<file path="src/rtl/register_unit_pkg.sv">
// Shared sizes and types for the RV32I integer register file.
package register_unit_pkg;

  localparam int unsigned XLEN      = 32;
  localparam int unsigned NREGS     = 32;
  localparam int unsigned REG_IDX_W = 5;
  localparam int unsigned SP_IDX    = 2;
  localparam int unsigned ZERO_IDX  = 0;

  typedef logic [REG_IDX_W-1:0] reg_idx_t;
  typedef logic [XLEN-1:0]      word_t;

  localparam word_t SP_RESET = 32'h0000_03FC;

  // True when an index names the hardwired-zero register.
  function automatic logic is_zero_idx(input reg_idx_t idx);
    return idx == REG_IDX_W'(ZERO_IDX);
  endfunction

endpackage

</file>
<file path="src/rtl/register_unit_rdport.sv">
// One combinational read port of the register file: x0 forced to zero,
// optional write-forwarding hit selects the in-flight write data.
module register_unit_rdport
  import register_unit_pkg::*;
(
  input  reg_idx_t idx,
  input  word_t    regs [NREGS],
  input  logic     byp_hit,
  input  word_t    byp_data,
  output word_t    data_c
);

  // Zero register wins, then forwarding, then stored contents.
  always_comb begin
    data_c = '0;
    if (is_zero_idx(idx)) begin
      data_c = '0;
    end else if (byp_hit) begin
      data_c = byp_data;
    end else begin
      data_c = regs[idx];
    end
  end

endmodule

</file>
<file path="src/rtl/register_unit.sv">
// RV32I integer register file: 32 x 32-bit, two combinational read ports,
// one synchronous write port, x0 hardwired to zero, x2 resets to SP_RESET.
// Optional feature: define REGISTER_UNIT_BYPASS_EN for same-cycle
// write-to-read forwarding (suppressed while rst is high).
module register_unit
  import register_unit_pkg::*;
(
  input  logic     clk,
  input  logic     rst,
  input  reg_idx_t rs1,
  input  reg_idx_t rs2,
  input  reg_idx_t rd,
  input  word_t    DataWr,
  input  logic     RUWr,
  output word_t    RURs1,
  output word_t    RURs2
);

  word_t regs [NREGS];
  logic  wr_en;
  logic  hit1;
  logic  hit2;

  // A write only lands on a nonzero destination outside reset.
  assign wr_en = RUWr && !is_zero_idx(rd);

  // Storage: synchronous reset has priority over the write port.
  always_ff @(posedge clk) begin
    if (rst) begin
      for (int unsigned i = 0; i < NREGS; i++) begin
        regs[REG_IDX_W'(i)] <= (i == SP_IDX) ? SP_RESET : '0;
      end
    end else if (wr_en) begin
      regs[rd] <= DataWr;
    end
  end

`ifdef REGISTER_UNIT_BYPASS_EN
  // Forward the pending write to any port reading the same register.
  always_comb begin
    hit1 = 1'b0;
    hit2 = 1'b0;
    if (wr_en && !rst) begin
      hit1 = (rs1 == rd);
      hit2 = (rs2 == rd);
    end
  end
`else
  // No forwarding: reads during a write see the pre-edge value.
  always_comb begin
    hit1 = 1'b0;
    hit2 = 1'b0;
  end
`endif

  register_unit_rdport u_rd1 (
    .idx      (rs1),
    .regs     (regs),
    .byp_hit  (hit1),
    .byp_data (DataWr),
    .data_c   (RURs1)
  );

  register_unit_rdport u_rd2 (
    .idx      (rs2),
    .regs     (regs),
    .byp_hit  (hit2),
    .byp_data (DataWr),
    .data_c   (RURs2)
  );

endmodule

</file>
<file path="config.mk">
export PLATFORM = sky130hd
export DESIGN_NAME = register_unit
export DESIGN_NICKNAME = d
export VERILOG_FILES = /design/src/rtl/register_unit_pkg.sv /design/src/rtl/register_unit_rdport.sv /design/src/rtl/register_unit.sv
export SDC_FILE = /design/constraint.sdc
export NUM_CORES = 2
export LEC_CHECK = 0
export ABC_CLOCK_PERIOD_IN_PS = 2000
export BUFFER_PORTS_ARGS = -buffer_cell sky130_fd_sc_hd__buf_2
export CAP_MARGIN = 40
export CORE_MARGIN = 2
export CORE_UTILIZATION = 55
export DETAILED_ROUTE_END_ITERATION = 10
export PLACE_DENSITY = 0.71
export SLEW_MARGIN = 20
export SYNTH_ARGS = -nofsm -noshare
export SYNTH_HDL_FRONTEND = slang
export SYNTH_HIERARCHICAL = 1
export SYNTH_SLANG_ARGS = --single-unit
</file>
<file path="constraint.sdc">
create_clock -name clk -period 2 [get_ports clk]
set_input_delay 0.2 -clock clk [delete_from_list [all_inputs] [get_ports clk]]
set_output_delay 0.2 -clock clk [all_outputs]
set_load 0.02 [all_outputs]
</file>
Word-level counts from Yosys, hierarchy flattened
Cells that the tools add are included.
{"block": "word_totals", "elab_cells": 56, "input_bits": 50, "register_bits": 1024, "output_inout_bits": 64}
{"block": "op_classes", "reduce_logical": 6, "mux": 11, "n_bitwise": 3, "n_lt_le_gt_ge": 4}
{"op": "1024-bit bitwise mux", "n": 1}
{"op": "32-bit binary-select mux with 5-bit select", "n": 2}
{"op": "32-bit 2-to-1 mux", "n": 7}
{"op": "32-bit demux with 5-bit select", "n": 1}
{"op": "6-bit greater-or-equal comparator, second input constant", "n": 3}
{"op": "5-bit inverter with 6-bit output", "n": 3}
{"op": "5-bit zero test", "n": 3}
{"op": "6-bit by 1-bit less-than comparator with 1-bit output, second input constant", "n": 1}
{"op": "1-bit logical AND", "n": 2}
{"op": "1-bit zero test", "n": 1}

Depth between registers and ports, before layout
{"block": "logic_depth", "word_depth": 6, "depth_mapped": 8, "mapped_depth_nobuf": 4}

Modules after synthesis
Netlist, hierarchy kept.
{"module": "register_unit", "n_inst": 1, "seq_area_each_um2": 20499.7, "area_per_inst_um2": 39130.0, "cells_each": 3443}
{"module": "register_unit_rdport", "n_inst": 2, "seq_area_each_um2": 0.0, "area_per_inst_um2": 9356.5, "cells_each": 1002}

Worst setup path before layout
No wires, ideal clock.
{"block": "synth_path", "path_kind": "input to output", "from": "input rs1[2]", "to": "output RURs1[12]", "path_stages": 8, "path_buffers": 4, "t_arrival_ps": 1590, "slack_ps": 210, "required_time_ps": 1800, "path_cell_list": "buf_2 -> buf_4 -> buf_4 -> buf_4 -> mux2i_1 -> a22oi_1 -> nand3_1 -> a32oi_1"}
{"block": "synth_via", "elab_chain_cells": 5, "elab_cells_between_ends": 6, "cone_classes": "mux (4); bitwise (1); reduce/logical (1)"}
{"element": "from (decl)", "line_no": "register_unit.sv:10", "text": "input reg_idx_t rs1,"}
{"element": "5-bit inverter with 6-bit output (implied by the code)", "line_no": "register_unit_rdport.sv:21", "text": "data_c = regs[idx];"}
{"element": "32-bit binary-select mux with 5-bit select", "line_no": "register_unit_rdport.sv:21"}
{"element": "32-bit 2-to-1 mux (implied by the code) (2 in series)", "line_no": "register_unit_rdport.sv:21"}
{"element": "32-bit 2-to-1 mux (*)", "line_no": "register_unit_rdport.sv:16", "text": "if (is_zero_idx(idx)) begin"}
{"element": "to (decl)", "line_no": "register_unit.sv:15", "text": "output word_t RURs1,"}
Every way passes the cells marked *; elsewhere a longest branch is shown, timed or not. The select of a mux whose other input is x is not followed.

Worst setup path in the final report
{"block": "layout_path", "from": "register regs[550] (netlist name)", "to": "output RURs2[6]"}
{"block": "layout_via", "elab_chain_cells": 4}
{"element": "from (decl)", "line_no": "register_unit.sv:19", "text": "word_t regs [NREGS];"}
{"element": "from (signal, indexed assignment)", "line_no": "register_unit.sv:31", "text": "regs[REG_IDX_W'(i)] <= (i == SP_IDX) ? SP_RESET : '0;"}
{"element": "from (signal, indexed assignment)", "line_no": "register_unit.sv:34", "text": "regs[rd] <= DataWr;"}
{"element": "32-bit binary-select mux with 5-bit select", "line_no": "register_unit_rdport.sv:21"}
{"element": "32-bit 2-to-1 mux (implied by the code) (2 in series)", "line_no": "register_unit_rdport.sv:21"}
{"element": "32-bit 2-to-1 mux", "line_no": "register_unit_rdport.sv:16"}
{"element": "to (decl)", "line_no": "register_unit.sv:16", "text": "output word_t RURs2"}
Every way passes these cells. The select of a mux whose other input is x is not followed.

==> impl_metrics.json <==
{
  "via_per_inst": 6.47,
  "cts_tree": "done",
  "synth-main-ff-cell": "dfxtp_1",
  "drc_errors": 0,
  "fin_skew_ps": 0,
  "powerDensity_nw_per_um2": 702,
  "critPathMaxStageDelay_ps": 470,
  "clock_path_buffers": 3,
  "cp_common_cell": "buf_6",
  "critical_path_required_ps": 1800,
  "gp_congestion": 0.919,
  "pwr-share-comb_pct": 13.3,
  "antenna_found_initial": 0,
  "area_growth_pct": 18.1,
  "critPathLaunchType": "flip-flop",
  "maxSlewHeadroom_pct": 40.5,
  "nFillCells": 7960,
  "ys_seq_area_share_pct": 35.4,
  "period_minus_slack_ps": 2470,
  "synth-edff-count": 0,
  "ios": 114,
  "initial_core_util_pct": 55.7,
  "worstPathMaxFanout": 3,
  "crit_slowest_cell": "mux4_2",
  "vias": 45600,
  "total_power_w": 0.0480,
  "cts_sinks": 1024,
  "slew_violations": 0,
  "synth_common_cells": "mux2i_1 (1,504), dfxtp_1 (1,024), nand2b_1 (1,016), clkbuf_1 (307)",
  "grt_max_degree": 99,
  "power.leakage_nw": 32.1,
  "clock_latency_ps": 690,
  "yosys.area.top_type": "dfxtp_1",
  "drt_iter0_markers": 4824,
  "die_w_um": 328,
  "dp_hpwl_mm": 129,
  "layout_setup_ws_ps": -475,
  "end_kind": "primary output",
  "reg_top3": "regs x1024",
  "crit_chain": "mux4_2 -> mux2_4 -> nand2_2 -> a32oi_2 -> buf_6 -> buf_6",
  "synth_top_area_share_pct": 35.4,
  "numPortBuffers": 113,
  "root_buffer": "clkbuf_16",
  "grt_pass1_vias": 45200,
  "fin_crit_sh_pct": 124,
  "rsz0062_at_grt": "true",
  "status": "complete, but fails checks",
  "largest_reg_flops": 1024,
  "cts_buffers": 110,
  "ant_nets": 0,
  "crit_family": "multiplexers",
  "intPower_w": 0.0353,
  "cts_max_level": 3,
  "ys_seq_elements": 1024,
  "die_h_um": 328,
  "fmax_mhz": 404,
  "yosysMostFrequentCell": "mux2i_1",
  "overflow": 0,
  "switchingPower_w": 0.0126,
  "path_clk_slew_ps": 60,
  "crit_buf_inv": 2,
  "switching_share_pct": 26.4,
  "post_drt_wl_per_cell_um": 28.4,
  "rows": 118,
  "mappedNetlistArea_um2": 57800,
  "synthDistinctLibCells": 30,
  "synthArstFlopShare_pct": 0,
  "dr.pass1.iters": 6,
  "wl_mm": 200,
  "synth_warnings": 6,
  "clkPwrFrac_pct": 43.7,
  "setup_viol": 64,
  "fp.coreArea_um2": 104000,
  "hp-class": "in -> reg",
  "grt.total_usage_pct": 36.1,
  "layout-drive-gt1-share_pct": 25.5,
  "hold_viol": 0,
  "seqPwrFrac_pct": 43.1,
  "drv_cap": 0,
  "dieArea_um2": 108000,
  "ir_worst_vdd_uv": 669,
  "worstMarginPinSlew_ps": 890,
  "top_register": "regs",
  "grt_pass1_wl_mm": 293,
  "worst-setup-path-type": "reg -> out",
  "nets": 5626,
  "critPathArrivalTime_ps": 2270,
  "ys_top_cells_by_area": "dfxtp_1 (35%), mux2i_1 (26%), nand2b_1 (11%)",
  "avgSynthCellArea_um2": 10.6,
  "netlist_instances": 5447,
  "tns_ps": -25310,
  "violations": "setup timing"
}
-- layout by cell type, fill, tap and decap left out, drive strengths merged, types with 48 or more instances in the layout --
cell,instances
a21oi,66
clkbuf,164
inv,68
nand2,286
a221oi,64
mux2i,1504
dfxtp,1024
a22oi,128
nand3,128
mux4,256
nand2b,1016
nor2b,48
mux2,128
buf,558
a32oi,128
-- through the flow --
stage / hold slack [ps] / instance area (um2) / utilization (%) / worst slack, ps / cells
2_1_floorplan: 367 / 57900 / - / 210 / 5452
3_3_place_gp: 467 / 62400 / 60.0 / -750 / 6834
3_5_place_dp: 472 / 62500 / 60.1 / -518 / 6838
4_1_cts: 2.19 / 67500 / 65.0 / -497 / 7041
5_1_grt: 56.5 / 68300 / 65.7 / -505 / 7042
6_report: 26.1 / 68300 / 65.7 / -475 / 7043
-- final timing paths --
path              start         to  slack, ps  cells past startpoint
min reg2reg   regs[695]  regs[695]        480                      2
max reg2reg   regs[533]  regs[533]       1270                      3
max           regs[550]   RURs2[6]       -470                      6
min          DataWr[18]  regs[114]         30                      3
-- timing repair --
action	in CTS	in global routing
hold buffers	12	0
gates resized for setup	334	178
setup buffers	7	2
hold endpoints to repair	21	0
setup endpoints to repair	64	64
pin swaps	43	51
-- area by class of cell --
type | count | area (um2) | area share [%]
inverter | 66 | 248 | 0.363
clock inverter | 34 | 392 | 0.573
tap | 1380 | 1730 | 2.53
clock buffer | 164 | 3270 | 4.79
multi-input combinational | 3804 | 35900 | 52.6
timing repair buffer | 570 | 6140 | 8.99
antenna | 1 | 2.50 | 0.00366
sequential | 1024 | 20600 | 30.2
-- routing by layer --
layer | track usage [%] | wire length (um) | vias to the layer above
met3 | 7.00 | 17800 | 683
met5 | 0 | 0 | -
met1 | 47.8 | 81200 | 22800
met4 | 18.2 | 11000 | 0
li1 | - | - | 19700
met2 | 56.2 | 89800 | 2386
-- power groups by stage --
stage	sequential [W]	clock, W	combinational [W]
after global placement	0.0211	0	0.00564
final	0.0207	0.0209	0.00637
after CTS	0.0207	0.0210	0.00600
after detailed placement	0.0211	0	0.00569
after global routing	0.0207	0.0219	0.00649
after floorplan	0.0211	0	0.00330
-- worst reg2reg max path: stages, from the launching register on --
cell and delay (ps):
dfxtp_2 330, buf_4 130, nand2b_1 70, mux2i_1 70
-- cell families after synthesis --
logic type	count (synthesis)	share of synthesized area, %
mux	1888	38.5
flops	1024	35.4
buf+inv	624	5.81
compound gates	386	5.15
simple gates	1524	15.1
other cells	1	0.00648
No activity file was read; power rests on OpenSTA's default activity.
